$ cat src/rtl/game_state_ctrl.sv
// game_state_ctrl
//   Top-level sequencer for the dino game. Tracks the game phase, keeps the
//   running BCD score and the best score since reset, and flags when the best
//   score is beaten.
//
//   Ports
//     clk         system clock, all state updates on its rising edge
//     rst         asynchronous, active-low reset
//     start_btn   debounced start button level (clk domain)
//     collision   dino/obstacle overlap level (clk domain)
//     game_tick   divided game clock level (derived from clk)
//     game_state  current phase: 0=INIT 1=START 2=END 3=RESET
//     score       running score, 4-digit BCD, digit 3 in [15:12]
//     high_score  best score since reset, 4-digit BCD
//     new_high    one-cycle pulse on the first END cycle when high_score is replaced
//
//   state | meaning
//   ------+-------------------------------------------------------------
//   INIT  | idle, score 0, waiting for a fresh start press
//   START | game running, score counts game_tick rising edges
//   END   | game over, score frozen; presses ignored until holdoff elapses
//   RESET | score cleared, dwell RESET_CYCLES cycles then back to INIT
module game_state_ctrl #(
  parameter int HOLDOFF_CYCLES = 100000000,
  parameter int RESET_CYCLES   = 16
) (
  input  logic        clk,
  input  logic        rst,
  input  logic        start_btn,
  input  logic        collision,
  input  logic        game_tick,
  output logic [1:0]  game_state,
  output logic [15:0] score,
  output logic [15:0] high_score,
  output logic        new_high
);

  localparam logic [1:0] ST_INIT  = 2'd0;
  localparam logic [1:0] ST_START = 2'd1;
  localparam logic [1:0] ST_END   = 2'd2;
  localparam logic [1:0] ST_RESET = 2'd3;

  localparam int HOLD_W = $clog2(HOLDOFF_CYCLES) + 1;
  localparam int RCNT_W = $clog2(RESET_CYCLES) + 1;

  localparam logic [HOLD_W-1:0] HOLD_MAX  = HOLD_W'(HOLDOFF_CYCLES);
  localparam logic [RCNT_W-1:0] RCNT_LAST = RCNT_W'(RESET_CYCLES - 1);

  localparam logic [15:0] SCORE_MAX = 16'h9999;

  logic [1:0]        state_q, state_d;
  logic [15:0]       score_q, score_d;
  logic [15:0]       high_q, high_d;
  logic              new_high_q, new_high_d;
  logic [HOLD_W-1:0] hold_cnt_q, hold_cnt_d;
  logic [RCNT_W-1:0] rst_cnt_q, rst_cnt_d;
  logic              btn_q, btn_d;
  logic              tick_q, tick_d;
  logic              btn_rise;
  logic              tick_rise;

  // Ripple BCD increment: each digit wraps 9->0 and carries into the next.
  function automatic logic [15:0] bcd_inc(input logic [15:0] v);
    logic [15:0] r;
    logic        carry;
    r     = v;
    carry = 1'b1;
    for (int i = 0; i < 4; i++) begin
      if (carry) begin
        if (r[i*4 +: 4] == 4'd9) begin
          r[i*4 +: 4] = 4'd0;
        end else begin
          r[i*4 +: 4] = r[i*4 +: 4] + 4'd1;
          carry       = 1'b0;
        end
      end
    end
    return r;
  endfunction

  assign btn_rise  = start_btn & ~btn_q;
  assign tick_rise = game_tick & ~tick_q;

  always_comb begin
    btn_d      = start_btn;
    tick_d     = game_tick;
    state_d    = state_q;
    score_d    = score_q;
    high_d     = high_q;
    new_high_d = 1'b0;
    hold_cnt_d = hold_cnt_q;
    rst_cnt_d  = rst_cnt_q;
    case (state_q)
      ST_INIT: begin
        score_d = '0;
        if (btn_rise) state_d = ST_START;
      end
      ST_START: begin
        // Collision wins over a same-cycle tick so the final score is the
        // one displayed when the hit happened.
        if (collision) begin
          state_d    = ST_END;
          hold_cnt_d = '0;
          // BCD digits order the same as binary, so a plain compare works.
          if (score_q > high_q) begin
            high_d     = score_q;
            new_high_d = 1'b1;
          end
        end else if (tick_rise && (score_q != SCORE_MAX)) begin
          score_d = bcd_inc(score_q);
        end
      end
      ST_END: begin
        if (hold_cnt_q == HOLD_MAX) begin
          if (btn_rise) begin
            state_d   = ST_RESET;
            score_d   = '0;
            rst_cnt_d = '0;
          end
        end else begin
          hold_cnt_d = hold_cnt_q + HOLD_W'(1);
        end
      end
      ST_RESET: begin
        score_d = '0;
        if (rst_cnt_q >= RCNT_LAST) begin
          state_d = ST_INIT;
        end else begin
          rst_cnt_d = rst_cnt_q + RCNT_W'(1);
        end
      end
      default: state_d = ST_INIT;
    endcase
  end

  // btn_q resets high so a button held through reset release is not a press.
  always_ff @(posedge clk or negedge rst) begin
    if (!rst) begin
      state_q    <= ST_INIT;
      score_q    <= '0;
      high_q     <= '0;
      new_high_q <= 1'b0;
      hold_cnt_q <= '0;
      rst_cnt_q  <= '0;
      btn_q      <= 1'b1;
      tick_q     <= 1'b0;
    end else begin
      state_q    <= state_d;
      score_q    <= score_d;
      high_q     <= high_d;
      new_high_q <= new_high_d;
      hold_cnt_q <= hold_cnt_d;
      rst_cnt_q  <= rst_cnt_d;
      btn_q      <= btn_d;
      tick_q     <= tick_d;
    end
  end

  assign game_state = state_q;
  assign score      = score_q;
  assign high_score = high_q;
  assign new_high   = new_high_q;

endmodule

$ cat config.mk
export PLATFORM = sky130hd
export DESIGN_NAME = game_state_ctrl
export DESIGN_NICKNAME = d
export VERILOG_FILES = /design/src/rtl/game_state_ctrl.sv
export SDC_FILE = /design/constraint.sdc
export NUM_CORES = 1
export LEC_CHECK = 0
export CAP_MARGIN = 25
export CORE_MARGIN = 8
export CORE_UTILIZATION = 52
export CTS_CLUSTER_DIAMETER = 150
export DETAILED_ROUTE_END_ITERATION = 8
export GPL_TIMING_DRIVEN = 0
export HOLD_SLACK_MARGIN = 0.12
export PLACE_DENSITY = 0.79
export REMOVE_ABC_BUFFERS = 1
export SYNTH_ARGS = -nofsm -noshare
export SYNTH_HDL_FRONTEND = slang
export SYNTH_SLANG_ARGS = --single-unit
$ cat constraint.sdc
create_clock -name clk -period 2.25 [get_ports clk]
set_input_delay 0.45 -clock clk [delete_from_list [all_inputs] [get_ports clk]]
set_output_delay 0.45 -clock clk [all_outputs]
set_load 0.05 [all_outputs]
Word-level counts from Yosys, hierarchy flattened
Index checks and enable logic that the tools add are counted.
Storage, ports and cells
  flip-flop bits (word level): 70
  input port bits: 5
  logic and storage cells: 99
Operators by class
  add/sub/neg operators: 6
  order comparisons: 2
  equality and inequality tests: 21
  multiplexer cells: 42
  bitwise gates (word level): 4
  reductions and logical operators: 13
Operators by type and width (count)
  16-bit 2-to-1 mux: 4
  28-bit 2-to-1 mux: 2
  28-bit case mux with 2 select lines: 1
  16-bit case mux with 3 select lines: 1
  28-bit by 1-bit adder with 28-bit output, second input constant: 1
  28-bit by 27-bit equality test with 1-bit output, second input constant: 1
  4-bit 2-to-1 mux: 7
  2-bit != test, second input constant: 12
  5-bit AND reduction: 4
  1-bit 2-to-1 mux: 17
  4-bit by 1-bit adder with 4-bit output, second input constant: 4
  4-bit equality test, second input constant: 4
  16-bit greater-than comparator: 1
  16-bit != test, second input constant: 1
  5-bit 2-to-1 mux: 3
  2-bit 2-to-1 mux: 5
  5-bit case mux with 2 select lines: 1
  2-bit case mux with 4 select lines: 1
  4-bit AND reduction: 2
  3-bit AND reduction: 2
  5-bit by 1-bit adder with 5-bit output, second input constant: 1
  5-bit by 4-bit greater-or-equal comparator with 1-bit output, second input constant: 1
  2-bit equality test, second input constant: 2
  2-bit nonzero test: 2
  6 further kinds: 8

Longest topological paths before layout
  depth in word-level cells: 18
  depth in mapped cells: 9
  gate-level depth less buffers: 9

Worst setup path before layout
OpenSTA, ideal clock, no wires.
  path kind: register -> register
  from: register score_q[10], in the netlist score[10]
  to: register high_q[0], in the netlist high_score[0]
  arrival time: 2583 ps
  setup slack: -457 ps
  cell stages (with the launch flop): 9
  cell sequence: dfrtp_1 ha_1 and4_1 nand2b_1 nor3_1 a21o_1 o21ai_1 clkbuf_1 mux2_2
On the way
  longest elaborated chain between the ends: 2
RTL lines
  from (decl): RTL line 52  | logic [15:0] score_q, score_d;
  from (signal assigned): RTL line 149  | score_q <= score_d;
  16-bit greater-than comparator: RTL line 105  | if (score_q > high_q) begin
  3-bit AND reduction (no source line)
  to (signal assigned): RTL line 150  | high_q <= high_d;
  to (decl): RTL line 53  | logic [15:0] high_q, high_d;
No other way between the ends.
A chain may end at the register's enable or synchronous reset.

Worst setup path after layout
  from: register score_q[13], in the netlist score[13]
  to: register high_q[15], in the netlist high_score[15]
Same word-level chain as after synthesis.

==> impl_metrics.ini <==
[setup_path]
start_kind = flip-flop
r2r_cells = 9
crit_arrival_ns = 2.53
worst-setup-path-type = reg -> reg
worst_r2r_endpoint = high_score[15]
r2r_slack_ns = -0.03
r2r-start = score[13]
endpoint_kind = flip-flop
crit_fanout = 7
required_ns = 2.50

[floorplanning]
die_area_mm2 = 0.0108
die_w_um = 104
initial_core_util_pct = 52.9
dieHeight_um = 104
placementRows = 32
io_pins = 40
core_area_mm2 = 0.00761

[detailed_routing]
ant_nets = 0
dr_total_vias = 3491
drc_errors = 0
drt_first_pass_iters = 4
wl_per_cell_um = 17.3
drt_wl_total_mm = 10.5
viasPerCell = 5.72
drtIter0Drc = 228

[clocking]
clockBufferDepth = 2
cts-buffers-inserted = 9
h-tree-depth = 3
clk_pin_slew_ns = 0.09
cts_hold_buf = 0
clock_latency_ns = 0.36
numClockSinks = 70
ctsRootBufferMaster = clkbuf_8
tritoncts = yes

[global_route]
use_met3_pct = 4.09
top_usage_layer = met2
met1_usage_pct = 19.7
grt_pass1_vias = 3321
grt_first_pass_wirelength_mm = 15.5
use_met2_pct = 29.8
antenna_found_initial = 0
grt_max_degree = 71
overflow = 0
grt.total_usage_pct = 17.1

[placement]
hpwl_mm = 6.01
io_buffers = 39
pre_cts_slack_ns = -0.753
gp_congestion = 0.786
placedCellCount = 552

[status]
status = finished with violations
violations = setup timing

[yosys]
ys_seq_area_share_pct = 43.5
synthCells = 418
synth-edff-count = 0
ys_types = 45
synth_async_sr_flop_share_pct = 100
synth_area_mm2 = 0.00403
synth_seq_cells = 70
ys_warn_count = 0
avgSynthCellArea_um2 = 9.64
synth_flop_cell = dfrtp_1

[hold_path]
hp-class = in -> async

[sta]
clock_skew_ns = 0.0168
slew_violations = 0
hold_viol = 0
clock.fmax_mhz = 439
slew_headroom_pct = 40.6
setup_viol = 4
worstMarginPinSlew_ns = 0.891
post-route-min-period_ns = 2.28
finalWorstSetupSlack_ns = -0.0283
setup_tns_ns = -0.0324
post-route-period-util_pct = 101
hold_slack_ns = 0.216

[run]
cap_viol_max_count = 0

[power_and_ir_drop]
p_leak_uw = 0.00248
peakVddDrop_v = 0.000820
powerDensity_mw_per_mm2 = 1130
power_uw = 6120

[cells_and_area]
fin_cells = 610
syn_to_final_growth_pct = 33.9
drive_gt1_share_pct = 24.8
layout.nets = 540
diodes = 0
-- state kept, by name (all words and copies together), names as in the netlist --
signal      cells
tick_q          1
game_state      2
new_high        1
btn_q           1
hold_cnt_q     28
score          16
high_score     16
rst_cnt_q       5
-- stage by stage --
| step | util (%) | cell area (µm²) |
|---|---|---|
| finish | 70.9 | 5390 |
| global route | 70.9 | 5390 |
| CTS | 65.3 | 4960 |
| detailed placement | 59.6 | 4530 |
| global placement | 59.3 | 4510 |
| floorplan | - | 4000 |
-- kinds of logic (layout without fill, tap and decap cells) --
| family | after synthesis | count (layout) | synth area share, % |
|---|---|---|---|
| mux | 21 | 21 | 5.62 |
| buf+inv | 37 | 127 | 3.48 |
| fa+ha+maj | 32 | 32 | 9.94 |
| compound gates | 63 | 63 | 9.41 |
| xor+xnor | 22 | 22 | 4.78 |
| flops | 70 | 70 | 43.5 |
| simple gates | 173 | 173 | 23.2 |
-- power by group --
| part | leakage [µW] | switching, µW | internal [µW] |
|---|---|---|---|
| clock network | 0.000107 | 537 | 635 |
| logic | 0.00146 | 1980 | 1230 |
| registers | 0.000912 | 247 | 1490 |
| total | 0.00248 | 2770 | 3350 |
-- layout make-up --
type                    instances  area [µm²]
clock inverters                 6        93.8
clock buffers                  10         128
fillers                       517        2220
multi-input cells             311        2410
flip-flops and latches         70        1760
well taps                     102         128
inverters                      29         114
repair buffers                 82         756
-- worst max path at each step --
stage	to	from	cells after the start
4_1_cts	high_score[14]	score[13]	9
6_report	high_score[15]	score[13]	9
3_3_place_gp	high_score[11]	rst	1
2_1_floorplan	high_score[14]	score[10]	8
3_5_place_dp	hold_cnt_q[23]	game_state[1]	8
5_1_grt	high_score[15]	score[13]	9
-- critical path, stage by stage (launching register included) --
cell and delay [ns]:
dfrtp_2 0.48, ha_4 0.30, nand4_1 0.17, nand2b_4 0.21, nor3_4 0.18, a21o_1 0.18
o21ai_4 0.10, buf_12 0.17, inv_6 0.05, mux2_2 0.32
-- Yosys cell counts, types with 8 or more instances --
library cell | count | area, µm²
dfrtp_1 | 69 | 1730
nand2_1 | 46 | 173
ha_1 | 32 | 400
nor2_1 | 32 | 120
inv_1 | 29 | 109
o21ai_0 | 27 | 135
nand3_1 | 17 | 85.1
a21oi_1 | 16 | 80.1
mux2_2 | 13 | 146
nand4_1 | 13 | 81.3
xor2_1 | 13 | 114
nor3_1 | 11 | 55.1
nand2b_1 | 10 | 62.6
xnor2_1 | 9 | 78.8
mux2i_1 | 8 | 80.1
-- cell usage in the layout, fill, tap and decap left out, types with 3 or more instances in the layout --
cell type         n
o21ai_1           3
nand3b_1          5
nor2b_1           7
nor3_1            8
nand2_2           3
xor2_1           13
ha_1             25
clkbuf_8          9
or3_1             3
a21o_1            3
o21ai_0          21
o31ai_1           4
dfrtp_2           9
mux2i_1           7
a21oi_1          16
inv_6             3
and4_1            4
inv_1            27
nand3_1          17
o21ai_2           3
mux2_2           12
nor3_4            3
nand2_1          43
xnor2_1           9
nand2b_1          9
nor2_1           30
buf_4            39
and3_1            6
ha_4              7
clkdlybuf4s50_1  38
nand4_1          13
dfrtp_1          60
-- what timing repair did --
| item | in CTS | in global routing |
|---|---|---|
| gates resized for setup | 19 | 46 |
| buffers inserted | 13 | 28 |
| pin swaps | 8 | 12 |
| cloned | 0 | 1 |
| setup endpoints to repair | 66 | 46 |
-- routing by layer --
metal	part of all wire (%)	up-vias	wire length (µm)
met2	52	98	5490
met3	4.2	25	438
met4	2.2	0	231
met5	0	-	0
li1	-	1633	-
met1	41	1735	4370
No activity file was read; power rests on OpenSTA's default activity.
